<file path="src/rtl/syn_fifo_prm.sv">
// syn_fifo_prm: parametrised single-clock FIFO with register-array storage.
//   Read mode is selectable: registered read (FWFT=0) or first-word-fall-through
//   (FWFT=1). Reports the fill level, almost-full/almost-empty thresholds and
//   sticky overflow/underflow flags. A synchronous flush clears the FIFO.
// Ports:
//   clk, rst_n       rising-edge clock, asynchronous active-low reset
//   flush            synchronous clear of pointers, level, error flags, data_out
//   wr_en, data_in   write request and write data
//   rd_en            read/pop request
//   data_out         read data (timing depends on FWFT)
//   full, empty      level == DEPTH / level == 0
//   almost_full      level >= AF_THRESH
//   almost_empty     level <= AE_THRESH
//   level            stored word count, 0..DEPTH
//   overflow         sticky: write attempted while full
//   underflow        sticky: read attempted while empty
module syn_fifo_prm #(
  parameter int DATA_WIDTH = 8,
  parameter int ADDR_WIDTH = 4,
  parameter int FWFT       = 0,
  parameter int AF_THRESH  = (1 << ADDR_WIDTH) - 2,
  parameter int AE_THRESH  = 2
) (
  input  logic                  clk,
  input  logic                  rst_n,
  input  logic                  flush,
  input  logic                  wr_en,
  input  logic [DATA_WIDTH-1:0] data_in,
  input  logic                  rd_en,
  output logic [DATA_WIDTH-1:0] data_out,
  output logic                  full,
  output logic                  empty,
  output logic                  almost_full,
  output logic                  almost_empty,
  output logic [ADDR_WIDTH:0]   level,
  output logic                  overflow,
  output logic                  underflow
);

  localparam int DEPTH = 1 << ADDR_WIDTH;
  localparam logic [ADDR_WIDTH:0] DEPTH_L = (ADDR_WIDTH+1)'(DEPTH);
  localparam logic [ADDR_WIDTH:0] AF_L    = (ADDR_WIDTH+1)'(AF_THRESH);
  localparam logic [ADDR_WIDTH:0] AE_L    = (ADDR_WIDTH+1)'(AE_THRESH);

  if ((AF_THRESH < 1) || (AF_THRESH > DEPTH)) begin : g_bad_af
    $error("syn_fifo_prm: AF_THRESH %0d outside 1..%0d", AF_THRESH, DEPTH);
  end
  if ((AE_THRESH < 0) || (AE_THRESH > DEPTH - 1)) begin : g_bad_ae
    $error("syn_fifo_prm: AE_THRESH %0d outside 0..%0d", AE_THRESH, DEPTH - 1);
  end

  logic [DATA_WIDTH-1:0] mem_q [DEPTH];
  logic [ADDR_WIDTH-1:0] wr_ptr_q, wr_ptr_d;
  logic [ADDR_WIDTH-1:0] rd_ptr_q, rd_ptr_d;
  logic [ADDR_WIDTH:0]   level_q, level_d;
  logic                  full_q, full_d;
  logic                  empty_q, empty_d;
  logic                  af_q, af_d;
  logic                  ae_q, ae_d;
  logic                  ovf_q, ovf_d;
  logic                  unf_q, unf_d;
  logic [DATA_WIDTH-1:0] dout_q, dout_d;
  logic                  wr_ok, rd_ok;

  // Acceptance uses the registered flags, i.e. the state before the edge.
  assign wr_ok = wr_en & ~full_q;
  assign rd_ok = rd_en & ~empty_q;

  always_comb begin
    wr_ptr_d = wr_ptr_q;
    rd_ptr_d = rd_ptr_q;
    level_d  = level_q;
    ovf_d    = ovf_q;
    unf_d    = unf_q;
    dout_d   = dout_q;
    if (flush) begin
      wr_ptr_d = '0;
      rd_ptr_d = '0;
      level_d  = '0;
      ovf_d    = 1'b0;
      unf_d    = 1'b0;
      dout_d   = '0;
    end else begin
      if (wr_ok) wr_ptr_d = wr_ptr_q + 1'b1;
      if (rd_ok) begin
        rd_ptr_d = rd_ptr_q + 1'b1;
        dout_d   = mem_q[rd_ptr_q];
      end
      case ({wr_ok, rd_ok})
        2'b10:   level_d = level_q + 1'b1;
        2'b01:   level_d = level_q - 1'b1;
        default: level_d = level_q;
      endcase
      ovf_d = ovf_q | (wr_en & full_q);
      unf_d = unf_q | (rd_en & empty_q);
    end
    // Flags are registered from the post-edge level so they line up with level.
    full_d  = (level_d == DEPTH_L);
    empty_d = (level_d == '0);
    af_d    = (level_d >= AF_L);
    ae_d    = (level_d <= AE_L);
  end

  always_ff @(posedge clk or negedge rst_n) begin
    if (!rst_n) begin
      wr_ptr_q <= '0;
      rd_ptr_q <= '0;
      level_q  <= '0;
      full_q   <= 1'b0;
      empty_q  <= 1'b1;
      af_q     <= 1'b0;
      ae_q     <= 1'b1;
      ovf_q    <= 1'b0;
      unf_q    <= 1'b0;
      dout_q   <= '0;
    end else begin
      wr_ptr_q <= wr_ptr_d;
      rd_ptr_q <= rd_ptr_d;
      level_q  <= level_d;
      full_q   <= full_d;
      empty_q  <= empty_d;
      af_q     <= af_d;
      ae_q     <= ae_d;
      ovf_q    <= ovf_d;
      unf_q    <= unf_d;
      dout_q   <= dout_d;
    end
  end

  // Storage has no reset; contents are only observable through valid pointers.
  always_ff @(posedge clk) begin
    if (wr_ok && !flush) mem_q[wr_ptr_q] <= data_in;
  end

  assign data_out     = (FWFT != 0) ? (empty_q ? '0 : mem_q[rd_ptr_q]) : dout_q;
  assign full         = full_q;
  assign empty        = empty_q;
  assign almost_full  = af_q;
  assign almost_empty = ae_q;
  assign level        = level_q;
  assign overflow     = ovf_q;
  assign underflow    = unf_q;

endmodule
</file>
<file path="config.mk">
export PLATFORM = sky130hd
export DESIGN_NAME = syn_fifo_prm
export DESIGN_NICKNAME = d
export VERILOG_FILES = /design/src/rtl/syn_fifo_prm.sv
export SDC_FILE = /design/constraint.sdc
export NUM_CORES = 1
export LEC_CHECK = 0
export ABC_AREA = 1
export ABC_CLOCK_PERIOD_IN_PS = 2700
export BUFFER_PORTS_ARGS = -buffer_cell sky130_fd_sc_hd__buf_2
export CAP_MARGIN = 20
export CORE_ASPECT_RATIO = 1.75
export CORE_MARGIN = 5
export CORE_UTILIZATION = 35
export CTS_CLUSTER_SIZE = 8
export DETAILED_ROUTE_END_ITERATION = 8
export SLEW_MARGIN = 10
export SYNTH_ARGS = -nofsm -noshare
export SYNTH_HDL_FRONTEND = slang
export SYNTH_SLANG_ARGS = --single-unit
</file>
<file path="constraint.sdc">
create_clock -name clk -period 2.7 [get_ports clk]
set_clock_uncertainty 0.15 [all_clocks]
set_input_delay 0.54 -clock clk [delete_from_list [all_inputs] [get_ports clk]]
set_output_delay 0.54 -clock clk [all_outputs]
set_load 0.1 [all_outputs]
</file>
==> impl_metrics.csv <==
group,metric,value,unit
global_routing,antenna_found_initial,0,
routing,drt-met1-wl,5.75,mm
die,pin_count,32,
die,core-area,18400,um^2
routing,ant_nets,0,
timing,rsz0062_at_grt,"false",
timing,setup_tns,0,ns
routing,firstDrtPassIters,5,
setup_path,cpMaxStageDelayCell,"dfstp_2",
setup_path,endpoint_kind,"output pin",
die,initial_core_util,0.353,
timing,slew_violations,0,
die,fp.dieH,190,um
global_routing,gr-total-overflow,0,
power_and_ir_drop,power_density,910,nW/um^2
power_and_ir_drop,ir_worst_vdd,745,uV
run_status,status,"completed",
setup_path,startpoint_type,"flop",
timing,fmax,0.462,GHz
timing,fin_ws,0.535,ns
die,dieArea,21500,um^2
setup_path,cp_cell_sequence,"buf_2",
routing,drt-total-wl,15.4,mm
synth,synth.distinct_cells,31,
power_and_ir_drop,leakage,2.82,nW
die,fp-row-count,66,
setup_path,path_delay_family,"flip-flops",
routing,drt-vias-per-instance,5.18,
setup_path,max_stage_delay,0.60,ns
synth,avgSynthCellArea,12.1,um^2
global_routing,grt_pass1_wl,24.9,mm
routing,vias,4358,
clock_network,clkSinkCount,155,
routing,top_layer,"met4",
timing,hold_viol,0,
finish,antennaDiodeCount,0,
setup_path,required,2.01,ns
timing,max_slew.worst_pin.slew,0.606,ns
clock_network,cts-root-buf,"clkbuf_16",
clock_network,cts_tree,"built",
min_path,min_path_type,"input port to flop",
routing,route.detailed.drc,0,
setup_path,arrival,1.47,ns
job,maxCapViolCount,0,
global_routing,grt_max_degree,66,
finish,fin_nets,611,
clock_network,clock_latency,0.42,ns
setup_path,critPathMaxFanout,3,
setup_path,critPathBufInv,1,
global_routing,grt_usage,0.152,
timing,whs,0.246,ns
timing,setup_viol,0,
clock_network,ctsResizeCount,0,
power_and_ir_drop,total_power,0.00694,W
synth,ys_seq_area_frac,0.696,
routing,wire_per_inst,18.3,um
global_routing,first_global_vias,4667,
timing,slew-limit-headroom,0.596,
synth,synth_seq_cells,155,
place,dp_hpwl,10.7,mm
finish,syn2layout_area_growth,17.3,%
routing,wl_met2,8.40,mm
synth,syn_nets,559,
routing,routed-wl-met3,612,um
setup_path,path_class,"flop to output pin",
timing,finalCritPeriodShare,0.802,
routing,first_iter_violations,271,
die,die_w,113,um
synth,ys_warn_count,0,
place,dp_slack,0.369,ns
finish,drive_above_1_share,0.204,
timing,min_period,2.16,ns
clock_network,cts_buffers,17,
clock_network,clk_pin_slew,0.06,ns
clock_network,cts_buffer_depth,2,
place,place.gp.congestion,0.816,
clock_network,cts.htree.levels,4,
synth,syn-cell-area,6500,um^2
synth,netlist_instances,539,
place,numPortBuffers,31,
==> final cells by class <==
cell class | count | area [um^2]
Multi-Input combinational cell | 328 | 1730
Timing Repair Buffer | 60 | 388
Clock inverter | 15 | 153
Clock buffer | 17 | 425
Tap cell | 238 | 298
Fill cell | 1722 | 10800
Sequential cell | 155 | 4520
Inverter | 29 | 109
==> per-layer routing <==
metal,vias to the layer above,GRT usage
met1,2123,0.161
met4,0,0.0810
met3,46,0.0356
met2,132,0.277
met5,-,0
li1,2057,-
==> flip-flops by register name, indices dropped and copies added, names as in the netlist <==
register	flops
wr_ptr_q	4
almost_empty	1
underflow	1
empty	1
full	1
rd_ptr_q	4
mem_q	128
almost_full	1
level	5
overflow	1
data_out	8
==> power breakdown <==
group	internal, W	leakage [nW]	switching, W
clock network	0.00130	0.272	0.00101
registers	0.00272	1.51	0.0000880
logic	0.000400	1.04	0.00141
==> what timing repair did <==
action | in CTS | in global routing
hold buffers | 1 | 0
setup buffers | 0 | 0
hold endpoints to repair | 25 | 0
==> through the flow <==
stage | instance area [um^2] | cells | utilization
3_3_place_gp | 7030 | 809 | 0.382
2_1_floorplan | 6500 | 539 | -
4_1_cts | 7620 | 842 | 0.414
3_5_place_dp | 7030 | 809 | 0.382
6_report | 7620 | 842 | 0.414
5_1_grt | 7620 | 842 | 0.414
==> logic make-up (layout without fill, tap and decap cells) <==
family / after synthesis / after routing / share of synthesized area
AND/OR/NAND/NOR: 202 / 202 / 0.144
adder cells (fa/ha/maj): 7 / 7 / 0.0135
AO/OA/AOI/OAI: 118 / 118 / 0.106
XOR/XNOR: 1 / 1 / 0.00135
flip-flops: 155 / 155 / 0.696
buffers and inverters: 56 / 121 / 0.0383
==> synth_stat cells, drive strengths merged <==
library cell / instances / share of area
edfxtp: 128 / 0.59
nor2: 88 / 0.055
o21ai: 77 / 0.060
nand2: 65 / 0.044
nand3: 35 / 0.031
inv: 29 / 0.017
dfrtp: 25 / 0.096
o221ai: 23 / 0.031
buf: 14 / 0.014
clkbuf: 13 / 0.0079
nor3: 10 / 0.0077
a21oi: 9 / 0.0069
o22ai: 9 / 0.0087
ha: 7 / 0.013
dfstp: 2 / 0.0081
nand3b: 2 / 0.0023
nor4: 2 / 0.0042
xor2: 1 / 0.0013
==> worst register-to-register path: stages (launching register included) <==
cell and delay (ns):
dfstp_2 0.60, nor2_8 0.08, ha_1 0.38, inv_1 0.18, nor2_1 0.06, nor3_1 0.21
inv_1 0.11, nand2_1 0.10, nor2_2 0.05, nand2_2 0.08, nor2_2 0.04
==> worst paths after layout <==
path	from	to	slack (ns)	cells past startpoint
max	empty	empty	0.54	1
min	wr_en	overflow	0.25	3
max reg2reg	empty	full	0.56	10
min reg2reg	underflow	underflow	0.35	2
max in group asynchronous	rst_n	level[1]	1.49	2
min in group asynchronous	rst_n	level[3]	0.51	2
==> placed cells by master, fill, tap and decap left out, drive strengths merged <==
| cell | n |
|---|---|
| nor3 | 10 |
| dlygate4sd3 | 1 |
| nand3b | 2 |
| buf | 59 |
| o221ai | 23 |
| bufinv | 1 |
| o21ai | 77 |
| dfstp | 2 |
| a21oi | 9 |
| dfrtp | 25 |
| xor2 | 1 |
| ha | 7 |
| nand3 | 35 |
| nand2 | 65 |
| edfxtp | 128 |
| inv | 37 |
| clkinv | 2 |
| o22ai | 9 |
| nor4 | 2 |
| clkbuf | 17 |
| clkinvlp | 4 |
| nor2 | 88 |
No activity file was read; power rests on OpenSTA's default activity.
